[src/rtl/usb_rx_pkg.sv]
// Shared types and constants for the USB receive deserializer.
// FSM states, line states, error codes and the SYNC pattern.
package usb_rx_pkg;

  typedef enum logic [1:0] {
    IDLE     = 2'd0,
    DATA     = 2'd1,
    EOP_WAIT = 2'd2
  } state_t;

  // {dp, dm}
  localparam logic [1:0] LS_J   = 2'b10;
  localparam logic [1:0] LS_K   = 2'b01;
  localparam logic [1:0] LS_SE0 = 2'b00;
  localparam logic [1:0] LS_SE1 = 2'b11;

  localparam logic [1:0] ERR_NONE   = 2'b00;
  localparam logic [1:0] ERR_STUFF  = 2'b01;
  localparam logic [1:0] ERR_ALIGN  = 2'b10;
  localparam logic [1:0] ERR_BABBLE = 2'b11;

  // window shifts in at the MSB: seven 0s then a 1
  localparam logic [7:0] SYNC_PAT = 8'h80;

endpackage

[src/rtl/usb_nrzi_unstuff.sv]
// Line decode, NRZI decode and stuffed-bit removal.
// Ports: bit_en/dp/dm in, in_pkt enables unstuffing; bit_vld/bit_val/se0/stuff_err out.
module usb_nrzi_unstuff
  import usb_rx_pkg::*;
#(
  parameter int STUFF_LEN = 6
) (
  input  logic clk,
  input  logic rst_n,
  input  logic bit_en,
  input  logic dp,
  input  logic dm,
  input  logic in_pkt,
  output logic bit_vld,
  output logic bit_val,
  output logic se0,
  output logic stuff_err
);

  localparam int OCW = $clog2(STUFF_LEN + 1);

  logic [1:0]     ls;
  logic           line_se0;
  logic           cur_j;
  logic           prev_j;
  logic           dec;
  logic           stuffed;
  logic [OCW-1:0] ones;

  assign ls       = {dp, dm};
  assign line_se0 = (ls == LS_SE0) || (ls == LS_SE1);
  assign cur_j    = (ls == LS_J);
  assign dec      = (cur_j == prev_j);
  // the bit after a full run of ones is the stuffed one
  assign stuffed  = in_pkt && (ones == OCW'(STUFF_LEN));

  assign se0       = bit_en && line_se0;
  assign bit_vld   = bit_en && !line_se0 && !stuffed;
  assign bit_val   = dec;
  assign stuff_err = bit_en && !line_se0 && stuffed && dec;

  always_ff @(posedge clk) begin
    if (!rst_n) begin
      prev_j <= 1'b1;
      ones   <= '0;
    end else begin
      // SE0 is followed by J, so history restarts at J
      if (bit_en) prev_j <= line_se0 ? 1'b1 : cur_j;
      if (!in_pkt) begin
        ones <= '0;
      end else if (bit_en && !line_se0) begin
        if (stuffed || !dec) ones <= '0;
        else ones <= ones + 1'b1;
      end
    end
  end

endmodule

[src/rtl/usb_rx_deser.sv]
// USB receive byte deserializer: SYNC, byte assembly, EOP, errors, output stage.
// Optional USB_RX_ERR_CNT_EN enables the saturating rx_err_cnt counter.
module usb_rx_deser
  import usb_rx_pkg::*;
#(
  parameter int STUFF_LEN    = 6,
  parameter int EOP_SE0_BITS = 2,
  parameter int MAX_BYTES    = 1028
) (
  input  logic       clk,
  input  logic       rst_n,
  input  logic       rx_bit_en,
  input  logic       rx_dp,
  input  logic       rx_dm,
  output logic       rx_lp_sop,
  output logic       rx_lp_eop,
  output logic       rx_lp_valid,
  input  logic       rx_lp_ready,
  output logic [7:0] rx_lp_data,
  output logic       rx_active,
  output logic       rx_err,
  output logic [1:0] rx_err_code,
  output logic [7:0] rx_err_cnt
);

  localparam int BCW = $clog2(MAX_BYTES + 2);
  localparam int SCW = $clog2(EOP_SE0_BITS + 1);

  logic bit_vld, bit_val, se0, stuff_err;

  state_t         state, state_n;
  logic [7:0]     win, win_n;
  logic [7:0]     sr, sr_n;
  logic [2:0]     bit_cnt, bit_cnt_n;
  logic [BCW-1:0] byte_cnt, byte_cnt_n;
  logic [SCW-1:0] se0_cnt, se0_cnt_n;
  logic           hold_vld, hold_vld_n;
  logic [7:0]     hold_data, hold_data_n;
  logic           hold_first, hold_first_n;

  logic           push, push_eop;
  logic           err_set;
  logic [1:0]     code;
  logic [1:0]     err_code;
  logic           err;

  logic           out_vld;
  logic [7:0]     out_data;
  logic           out_sop, out_eop;

  usb_nrzi_unstuff #(
    .STUFF_LEN(STUFF_LEN)
  ) u_nrzi (
    .clk      (clk),
    .rst_n    (rst_n),
    .bit_en   (rx_bit_en),
    .dp       (rx_dp),
    .dm       (rx_dm),
    .in_pkt   (state == DATA),
    .bit_vld  (bit_vld),
    .bit_val  (bit_val),
    .se0      (se0),
    .stuff_err(stuff_err)
  );

  always_ff @(posedge clk) begin
    if (!rst_n) begin
      state      <= IDLE;
      win        <= '1;
      sr         <= '0;
      bit_cnt    <= '0;
      byte_cnt   <= '0;
      se0_cnt    <= '0;
      hold_vld   <= 1'b0;
      hold_data  <= '0;
      hold_first <= 1'b0;
    end else begin
      state      <= state_n;
      win        <= win_n;
      sr         <= sr_n;
      bit_cnt    <= bit_cnt_n;
      byte_cnt   <= byte_cnt_n;
      se0_cnt    <= se0_cnt_n;
      hold_vld   <= hold_vld_n;
      hold_data  <= hold_data_n;
      hold_first <= hold_first_n;
    end
  end

  always_comb begin
    state_n      = state;
    win_n        = win;
    sr_n         = sr;
    bit_cnt_n    = bit_cnt;
    byte_cnt_n   = byte_cnt;
    se0_cnt_n    = se0_cnt;
    hold_vld_n   = hold_vld;
    hold_data_n  = hold_data;
    hold_first_n = hold_first;
    push         = 1'b0;
    push_eop     = 1'b0;
    err_set      = 1'b0;
    code         = ERR_NONE;
    unique case (state)
      IDLE: begin
        if (bit_vld) begin
          win_n = {bit_val, win[7:1]};
          if (win_n == SYNC_PAT) begin
            state_n    = DATA;
            win_n      = '1;
            bit_cnt_n  = '0;
            byte_cnt_n = '0;
            se0_cnt_n  = '0;
            hold_vld_n = 1'b0;
          end
        end
      end
      DATA: begin
        if (rx_bit_en && !se0) se0_cnt_n = '0;
        if (stuff_err) begin
          err_set = 1'b1;
          code    = ERR_STUFF;
        end else if (bit_vld) begin
          sr_n      = {bit_val, sr[7:1]};
          bit_cnt_n = bit_cnt + 3'd1;
          if (bit_cnt == 3'd7) begin
            byte_cnt_n   = byte_cnt + 1'b1;
            push         = hold_vld;
            hold_vld_n   = 1'b1;
            hold_data_n  = sr_n;
            hold_first_n = (byte_cnt == '0);
            if (byte_cnt_n > BCW'(MAX_BYTES)) begin
              err_set = 1'b1;
              code    = ERR_BABBLE;
            end
          end
        end else if (se0) begin
          if (se0_cnt == SCW'(EOP_SE0_BITS - 1)) begin
            if (bit_cnt != '0) begin
              err_set = 1'b1;
              code    = ERR_ALIGN;
            end else begin
              push       = hold_vld;
              push_eop   = 1'b1;
              hold_vld_n = 1'b0;
              state_n    = EOP_WAIT;
            end
          end else begin
            se0_cnt_n = se0_cnt + 1'b1;
          end
        end
      end
      EOP_WAIT: begin
        if (rx_bit_en && rx_dp && !rx_dm) state_n = IDLE;
      end
      default: state_n = IDLE;
    endcase
    // pushing over an unaccepted byte is an overflow
    if (push && out_vld && !rx_lp_ready) begin
      err_set = 1'b1;
      code    = ERR_BABBLE;
    end
    if (err_set) begin
      push       = 1'b0;
      hold_vld_n = 1'b0;
      se0_cnt_n  = '0;
      state_n    = EOP_WAIT;
    end
  end

  // push carries the old held byte; a same-cycle accept frees the slot
  always_ff @(posedge clk) begin
    if (!rst_n) begin
      out_vld  <= 1'b0;
      out_data <= '0;
      out_sop  <= 1'b0;
      out_eop  <= 1'b0;
      err      <= 1'b0;
      err_code <= ERR_NONE;
    end else begin
      err <= err_set;
      if (err_set) err_code <= code;
      if (push) begin
        out_vld  <= 1'b1;
        out_data <= hold_data;
        out_sop  <= hold_first;
        out_eop  <= push_eop;
      end else if (out_vld && rx_lp_ready) begin
        out_vld <= 1'b0;
      end
    end
  end

`ifdef USB_RX_ERR_CNT_EN
  logic [7:0] err_cnt;

  always_ff @(posedge clk) begin
    if (!rst_n) err_cnt <= '0;
    else if (err && err_cnt != 8'hFF) err_cnt <= err_cnt + 8'd1;
  end

  assign rx_err_cnt = err_cnt;
`else
  assign rx_err_cnt = 8'h00;
`endif

  assign rx_lp_valid = out_vld;
  assign rx_lp_data  = out_data;
  assign rx_lp_sop   = out_sop;
  assign rx_lp_eop   = out_eop;
  assign rx_active   = (state != IDLE);
  assign rx_err      = err;
  assign rx_err_code = err_code;

endmodule

[config.mk]
export PLATFORM = sky130hd
export DESIGN_NAME = usb_rx_deser
export DESIGN_NICKNAME = d
export VERILOG_FILES = /design/src/rtl/usb_rx_pkg.sv /design/src/rtl/usb_nrzi_unstuff.sv /design/src/rtl/usb_rx_deser.sv
export SDC_FILE = /design/constraint.sdc
export NUM_CORES = 1
export LEC_CHECK = 0
export CAP_MARGIN = 40
export CORE_AREA = 2 2 86 88
export CTS_CLUSTER_DIAMETER = 50
export DETAILED_ROUTE_END_ITERATION = 7
export DIE_AREA = 0 0 88 90
export PLACE_DENSITY = 0.77
export SYNTH_ARGS = -nofsm -noshare
export SYNTH_HDL_FRONTEND = slang
export SYNTH_SLANG_ARGS = --single-unit
[constraint.sdc]
create_clock -name clk -period 2 [get_ports clk]
set_input_delay 0.3 -clock clk [delete_from_list [all_inputs] [get_ports clk]]
set_output_delay 0.3 -clock clk [all_outputs]
set_load 0.05 [all_outputs]
==> results.json <==
{
  "status": "complete, but fails checks",
  "violations": "setup timing",
  "setup_viol": 3,
  "antenna_found_initial": 0,
  "synth_simple_gate_area_share_pct": 26.4,
  "holdBufCountCts": 0,
  "first_pass_iters": 5,
  "drc": 0,
  "yosysWarnings": 0,
  "clkSinkCount": 60,
  "power_uw": 2500,
  "grt_pass1_wl_um": 13300,
  "clock.fmax_mhz": 477,
  "relSlewSlack_pct": 65.6,
  "crit_arrival_ps": 2340,
  "postSynthAreaPerCell_um2": 7.94,
  "r2r-start": "byte_cnt[1]$_SDFFE_PN0P_",
  "rsz0062_at_grt": "true",
  "grt_pass1_vias": 2833,
  "start_util_pct": 43.2,
  "synth-compound-area-share_pct": 18.1,
  "core_area_um2": 7020,
  "yosys_register_bits": 60,
  "drt_iter0_drc": 248,
  "clock_skew_ps": 9.46,
  "io_pins": 29,
  "synth.distinct_cells": 49,
  "final_common_cell": "nand2_1",
  "die_h_um": 90,
  "synthMuxAreaShare_pct": 3.96,
  "synth_ff_type": "dfxtp_1",
  "ys_seq_area_share_pct": 39.6,
  "end_kind": "register",
  "final_nets": 477,
  "tightest_slew_ps": 515,
  "cap_violations": 0,
  "timing.final.ws_setup_ps": -96.5,
  "worstPathMaxFanout": 6,
  "syn_inst": 382,
  "crit_type": "register to register",
  "root_buffer": "clkbuf_8",
  "port_buffers": 20,
  "clk_path_buf_depth": 2,
  "grt_overflow_total": 0,
  "cts_tree": "done",
  "grt.total_usage_pct": 21.3,
  "min-delay-start": "rst_n",
  "synthXorXnorAreaFrac_pct": 1.15,
  "fin_tns_setup_ps": -105,
  "drive_gt1_share_pct": 28.1,
  "post_drt_wl_per_cell_um": 14.3,
  "num_rows": 31,
  "min_period_over_period_pct": 105,
  "r2r-end": "state[0]$_SDFFE_PP0P_",
  "final_core_util_pct": 60.4,
  "area_delta_synth_final_pct": 39.7,
  "synthAdderAreaFrac_pct": 4.12,
  "power.leakage_uw": 0.00157,
  "p_per_area_nw_per_um2": 589,
  "routed_wl_um": 8100,
  "postRouteAntennaNets": 0,
  "vdd_drop_max_v": 0.000496,
  "vias_per_cell": 5.25,
  "async_flop_share_pct": 0,
  "grt_max_degree": 36,
  "die_x_um": 88,
  "synth_edf_count": 0,
  "drv_slew": 0,
  "ff2ff_path_depth": 8,
  "via_count": 2967,
  "clk-insertion-delay-late_ps": 340,
  "reg2reg_setup_slack_ps": -100,
  "hp-class": "primary input to register",
  "hold_slack_ps": 296,
  "cp_data_required_time_ps": 2240,
  "endpoint": "state[0]$_SDFFE_PP0P_",
  "insertedDiodeCount": 0,
  "startpoint_type": "register",
  "place_ws_ps": -600,
  "cts_made_buffers": 9,
  "synth_area_um2": 3030,
  "dp_hpwl_um": 5150,
  "die_area_um2": 7920,
  "path_clk_slew_ps": 70,
  "final_cell_mix": "nand2_1, buf_4, dfxtp_1",
  "n_fill_cell": 570,
  "htree_num_levels": 3,
  "finalHoldViolations": 0,
  "critPathLaunch": "byte_cnt[1]$_SDFFE_PN0P_",
  "gp_congestion": 0.891,
  "synth_top_family_by_area": "simple AND/OR/NAND/NOR gates",
  "final.min_clock_period_ps": 2100
}
## worst min path at each step
stage	to	slack (ps)	cells past startpoint
6_report	u_nrzi.prev_j$_SDFFE_PN1P_	300	2
5_1_grt	win[2]$_SDFFE_PN1P_	320	2
4_1_cts	win[1]$_SDFFE_PN1P_	280	2
3_5_place_dp	se0_cnt[1]$_SDFFE_PP0P_	440	2
3_3_place_gp	se0_cnt[1]$_SDFFE_PP0P_	430	2
2_1_floorplan	se0_cnt[1]$_SDFFE_PP0P_	420	2
## critical path: stages (launching register included)
cell,delay (ps)
dfxtp_4,360
ha_4,190
buf_6,120
nor3b_2,180
a21oi_2,50
a32oi_2,260
a31oi_4,170
o31a_1,330
nor4b_4,330
## metal layers
metal / GRT usage, % / routed length, um / vias to the layer above
met3: 4.96 / 371 / 18
li1: - / - / 1457
met4: 7.31 / 189 / 0
met2: 34.4 / 4150 / 84
met1: 27.5 / 3390 / 1408
met5: 0 / 0 / -
## through the flow
stage / cells / cell area (um^2)
2_1_floorplan: 389 / 3090
3_3_place_gp: 536 / 3690
3_5_place_dp: 536 / 3690
4_1_cts: 560 / 4140
5_1_grt: 565 / 4240
6_report: 565 / 4240
## cell usage after synthesis (2+ instances only)
master    count  area share, %
a21boi_0     21            5.2
a21o_1        2           0.49
a21oi_1      13            2.1
a31oi_1       4           0.82
a32oi_1       2           0.58
and2_1        4           0.82
and3_1        4           0.82
buf_2        10            1.6
buf_4         9            2.2
clkbuf_1     11            1.4
dfxtp_1      60             40
ha_1         10            4.1
inv_1        11            1.4
mux2i_1      12            4.0
nand2_1      82             10
nand2b_1      5            1.0
nand3_1      11            1.8
nand4_1       4           0.82
nand4b_1      3           0.87
nor2_1       25            3.1
nor2b_1       6            1.2
nor3_1       12            2.0
nor4_1        4           0.82
o211a_1       2           0.66
o21a_1        2           0.49
o21ai_0      20            3.3
o22ai_1       6            1.2
o31a_1        2           0.58
or3_1         3           0.62
xnor2_1       3           0.87
## kinds of logic (layout without fill, tap and decap cells)
family	count (synthesis)	after routing
buf+inv	41	118
fa+ha+maj	10	10
simple gates	171	171
xor+xnor	4	4
flops	60	60
other cells	1	8
compound gates	83	83
mux	12	12
## power breakdown
group          total (uW)  internal, uW  switching (uW)
logic                 154          58.6            95.2
registers            1200          1190            3.28
clock network        1150           645             502
total                2500          1900             600
## flip-flops by register name, summed over array words and instances, names as in the netlist, 2 cells and up
| register | cells |
|---|---|
| byte_cnt | 11 |
| hold_data | 8 |
| rx_lp_data | 8 |
| sr | 7 |
| win | 7 |
| bit_cnt | 3 |
| u_nrzi.ones | 3 |
| rx_err_code | 2 |
| se0_cnt | 2 |
| state | 2 |
## repair_timing
item,4_1_cts,5_1_grt
buffers inserted,7,6
resized for setup,35,20
gates cloned,1,0
pin swaps,7,12
setup endpoints to repair,41,37
hold endpoints to repair,0,0
## layout make-up
cell class	count	area [um^2]	share of cell area, %
Inverter	11	41.3	0.974
Multi-Input combinational cell	288	1870	44.0
Timing Repair Buffer	91	779	18.4
Clock inverter	5	58.8	1.39
Tap cell	99	124	2.92
Sequential cell	60	1220	28.7
Clock buffer	11	151	3.57
No activity file was read; power rests on OpenSTA's default activity.
